File: src/rtl/truth_table_scanner.sv
// Truth-table scanner: steps a 4-bit stimulus index through all 16 values and
// captures the response S of the function under scan. Optional SCAN_CHECK_EN adds a golden compare.
module truth_table_scanner #(
  parameter int unsigned SETTLE   = 1,
  parameter logic [15:0] EXPECTED = 16'h0675
) (
  input  logic        clk,
  input  logic        rst_n,
  input  logic        start,
  input  logic        S,
  output logic        X1,
  output logic        X2,
  output logic        X3,
  output logic        X4,
  output logic        busy,
  output logic        done,
  output logic [15:0] table_out
`ifdef SCAN_CHECK_EN
  ,
  output logic        mismatch,
  output logic [15:0] mismatch_map
`endif
);

  typedef enum logic [1:0] {
    ST_IDLE,
    ST_SETTLE,
    ST_SAMPLE,
    ST_DONE
  } state_t;

  localparam logic [3:0] SETTLE_LAST = 4'(SETTLE - 1);

  state_t      state, state_nxt;
  logic [3:0]  idx, idx_nxt;
  logic [3:0]  cnt, cnt_nxt;
  logic [15:0] tbl, tbl_nxt;
  logic [3:0]  x_q;
  logic        busy_q, done_q;
  logic        scanning_nxt;

  // NOTE: every variable gets its hold value first so no path through the
  // case leaves it unassigned; that is what keeps this block free of latches.
  always_comb begin
    state_nxt = state;
    idx_nxt   = idx;
    cnt_nxt   = cnt;
    tbl_nxt   = tbl;
    unique case (state)
      ST_IDLE, ST_DONE: begin
        if (start) begin
          state_nxt = ST_SETTLE;
          idx_nxt   = 4'd0;
          cnt_nxt   = 4'd0;
          tbl_nxt   = 16'h0000;
        end
      end
      ST_SETTLE: begin
        cnt_nxt = cnt + 4'd1;
        if (cnt == SETTLE_LAST) state_nxt = ST_SAMPLE;
      end
      ST_SAMPLE: begin
        tbl_nxt[idx] = S;
        if (idx == 4'd15) begin
          state_nxt = ST_DONE;
        end else begin
          state_nxt = ST_SETTLE;
          idx_nxt   = idx + 4'd1;
          cnt_nxt   = 4'd0;
        end
      end
      default: state_nxt = ST_IDLE;
    endcase
  end

  assign scanning_nxt = (state_nxt == ST_SETTLE) || (state_nxt == ST_SAMPLE);

  // NOTE: state registers use non-blocking assignments so every flop samples
  // the pre-edge values, regardless of the order of statements here.
  always_ff @(posedge clk or negedge rst_n) begin
    if (!rst_n) begin
      state  <= ST_IDLE;
      idx    <= 4'd0;
      cnt    <= 4'd0;
      tbl    <= 16'h0000;
      x_q    <= 4'd0;
      busy_q <= 1'b0;
      done_q <= 1'b0;
    end else begin
      state  <= state_nxt;
      idx    <= idx_nxt;
      cnt    <= cnt_nxt;
      tbl    <= tbl_nxt;
      // Stimulus is registered from the next index so it lines up with the state.
      x_q    <= scanning_nxt ? idx_nxt : 4'd0;
      busy_q <= scanning_nxt;
      done_q <= (state_nxt == ST_DONE);
    end
  end

  assign X1        = x_q[0];
  assign X2        = x_q[1];
  assign X3        = x_q[2];
  assign X4        = x_q[3];
  assign busy      = busy_q;
  assign done      = done_q;
  assign table_out = tbl;

`ifdef SCAN_CHECK_EN
  // Only a completed table is meaningful, so the compare is gated by done.
  assign mismatch_map = done_q ? (tbl ^ EXPECTED) : 16'h0000;
  assign mismatch     = |mismatch_map;
`endif

  a_busy_done_excl: assert property (@(posedge clk) disable iff (!rst_n)
    !(busy_q && done_q));
  a_x_zero_when_idle: assert property (@(posedge clk) disable iff (!rst_n)
    !busy_q |-> (x_q == 4'd0));

endmodule

File: config.mk
export PLATFORM = sky130hd
export DESIGN_NAME = truth_table_scanner
export DESIGN_NICKNAME = d
export VERILOG_FILES = /design/src/rtl/truth_table_scanner.sv
export SDC_FILE = /design/constraint.sdc
export NUM_CORES = 1
export LEC_CHECK = 0
export BUFFER_PORTS_ARGS = -buffer_cell sky130_fd_sc_hd__buf_2
export CORE_ASPECT_RATIO = 0.7
export CORE_UTILIZATION = 55
export CTS_BUF_LIST = sky130_fd_sc_hd__clkbuf_4 sky130_fd_sc_hd__clkbuf_8 sky130_fd_sc_hd__clkbuf_16
export DETAILED_ROUTE_END_ITERATION = 8
export MAX_ROUTING_LAYER = met4
export PLACE_DENSITY_LB_ADDON = 0.08
export SLEW_MARGIN = 25
export SYNTH_ARGS = -nofsm -noshare
export SYNTH_HDL_FRONTEND = slang
export SYNTH_SLANG_ARGS = --single-unit
File: constraint.sdc
create_clock -name clk -period 2.85 [get_ports clk]
set_input_delay 0.285 -clock clk [delete_from_list [all_inputs] [get_ports clk]]
set_output_delay 0.285 -clock clk [all_outputs]
set_load 0.01 [all_outputs]
==> impl_metrics.yaml <==
sta:
  worstMarginPinSlew_ns: 0.687
  setup_tns_ns: 0
  fmax_ghz: 0.466
  rsz0062_at_grt: "false"
  drv_slew: 0
  fin_skew_ns: 0.00639
  fin_crit_ns: 2.14
  maxSlewHeadroom_pct: 54.2
  final-setup-viol-count: 0
  hold_viol_final: 0
  post-route-period-util_pct: 75.2
logic_synthesis:
  yosysTopAreaCell: "dfrtp_1"
  synth-seq-cells: 32
  synth_edf_count: 0
  synth.avg_cell_area_um2: 9.67
  synth_area_um2: 1770
  synth_common_cells: "32 x dfrtp_1, 25 x inv_1, 20 x a21oi_1, 17 x o22ai_1"
  synthTopCellsByArea: "dfrtp_1 45%, ha_1 6.4%, o22ai_1 6.0%, a21oi_1 5.7%, inv_1 5.3%"
  syn_inst: 183
  synth_top_area_share_pct: 45.2
  ys_warn_count: 0
  syn-num-nets: 196
  seq_area_frac_synth_pct: 45.2
  synth-main-ff-cell: "dfrtp_1"
  yosysMostFrequentCell: "dfrtp_1"
  synth.distinct_cells: 41
  synth-async-reset-ratio_pct: 100
worst_setup_path:
  crit_top_cell: "ha_1"
  critPathBufInv: 1
  cp_top_family: "adder cells"
  critPathCaptureType: "flip-flop"
  critical_path.max_fanout: 11
  crit_arrival_ns: 2.30
  crit_type: "flip-flop to flip-flop"
  cp-start-kind: "flip-flop"
  max_stage_delay_ns: 0.46
  crit_path_cell_trace: "ha_1 -> nand4_2 -> a22oi_1 -> o21a_1 -> ha_1 -> inv_1 -> nor3_1"
  critPathSlowestCell: "dfrtp_1"
  critPathRequiredTime_ns: 3.01
  rr_worst_depth: 7
  crit_cells: 7
clock_tree:
  cts_hold_buf: 0
  post_cts_buffers: 0
  cts-root-buf: "clkbuf_8"
  cts_tree: "done"
  cts_sinks: 32
  cts_max_level: 2
  clockBufferDepth: 2
  post_cts_resized: 0
  cts-buffers-inserted: 5
  clkTransAtPathRegs_ns: 0.07
  clock_latency_ns: 0.28
pwr:
  ir_drop_uv: 602
  total_power_w: 0.00176
  p_leak_nw: 0.934
  powerDensity_nw_per_um2: 875
floorplanning:
  floorplan.initialDensity_pct: 60.6
  die_h_um: 49.5
  die_x_um: 69.8
  dieArea_um2: 3450
  core_area_um2: 2920
  io_pins: 26
  rows: 16
layout:
  layout-drive-gt1-share_pct: 21.3
  final_nets: 219
  finalNonFillerCells: 243
  final_util_pct: 68.7
  syn_to_final_growth_pct: 13.4
  fillers: 250
  n_antenna_cell: 0
min_path:
  min_path_type: "input port to async pin"
placement:
  gp_congestion: 0.898
  place_inst: 235
  dp_hpwl_um: 2690
  io_buffers: 25
route:
  totalWireLength_um: 3750
  dr.pass1.iters: 4
  drt-initial-drc-count: 110
  drc_errors: 0
  avgRoutedWirePerCell_um: 15.4
  vias: 1466
  viasPerCell: 6.03
  ant_nets: 0
run:
  drv_cap: 0
global_routing:
  grt_pass1_wl_um: 6460
  grtUsageTotal_pct: 25.0
  first_global_vias: 1288
  antenna_found_initial: 0
  overflow: 0
  grt_start_max_net_pins: 33
status:
  status: "complete, no violations"
-- report_power, final --
| part | internal [W] | leakage, nW | switching (W) |
|---|---|---|---|
| sequential | 0.000524 | 0.437 | 0.0000501 |
| clock | 0.000269 | 0.0586 | 0.000159 |
| combinational | 0.000275 | 0.438 | 0.000479 |
-- stage by stage --
step,hold WS [ns],setup WS [ns],instance area [µm²]
after floorplan,-0.0106,0.784,1770
after global placement,0.360,0.844,1900
after detailed placement,0.367,0.738,1900
after CTS,0.0649,0.707,2010
after global routing,0.112,0.447,2010
final,0.0385,0.706,2010
-- placed cells by master (no fill, tap or decap), types with 2 or more instances in the layout --
cell	netlist	layout
nand2b_1	5	5
a211oi_1	4	4
buf_2	6	25
clkbuf_8	0	5
nor2b_1	2	2
inv_1	25	25
buf_4	2	3
nand2_1	3	3
nand3b_1	8	8
nand4_1	5	5
o31ai_1	2	2
a21oi_1	20	20
o21ai_0	4	4
ha_1	9	9
dfrtp_1	32	32
a31oi_1	2	2
o22ai_1	17	17
nand3_1	9	9
or3b_1	4	4
-- worst register-to-register path, cell delays in order (launching register included) --
cell and delay, ns:
dfrtp_1 0.46, ha_1 0.43, nand4_2 0.26, a22oi_1 0.22, o21a_1 0.19, ha_1 0.26
inv_1 0.13, nor3_1 0.08
-- sequential cells by signal, indices dropped and copies added, names as in the netlist --
register,count
busy,1
x_q,4
done,1
cnt,4
idx,4
table_out,16
state,2
-- layout make-up --
| cell class | instances | area [µm²] | area share, % |
|---|---|---|---|
| inverter | 25 | 93.8 | 4.68 |
| timing repair buffer | 28 | 148 | 7.36 |
| sequential | 32 | 801 | 39.9 |
| clock buffer | 6 | 76.3 | 3.80 |
| clock inverter | 2 | 35.0 | 1.75 |
| multi-input combinational | 114 | 808 | 40.3 |
| tap | 36 | 45.0 | 2.24 |
-- routing by layer --
metal | global-route usage [%] | part of all wire, % | vias to the layer above
met5 | - | 0 | -
met4 | 6.67 | 0.48 | 0
met3 | 6.34 | 7.0 | 3
met2 | 34.8 | 44 | 61
met1 | 36.6 | 49 | 695
li1 | - | - | 707
-- worst paths after layout --
check / end / slack [ns] / start
worst max register to register: x_q[2] / 0.71 / idx[0]
worst min-delay path: x_q[2] / 0.04 / rst_n
worst max-delay path: x_q[2] / 0.71 / idx[0]
max in group asynchronous: table_out[3] / 2.37 / rst_n
min in group clk: table_out[15] / 0.36 / S
worst min register to register: table_out[10] / 0.52 / table_out[10]
-- logic make-up (layout without fill, tap and decap cells) --
logic type / count (synthesis) / after routing / share of synthesized area, %
AOI/OAI and AO/OA: 57 / 57 / 20.5
buffers and inverters: 37 / 61 / 9.12
DFF: 32 / 32 / 45.2
and+or+nand+nor: 47 / 47 / 18.0
adders and majority gates: 9 / 9 / 6.36
muxes: 1 / 1 / 0.777
No activity file was read; power rests on OpenSTA's default activity.
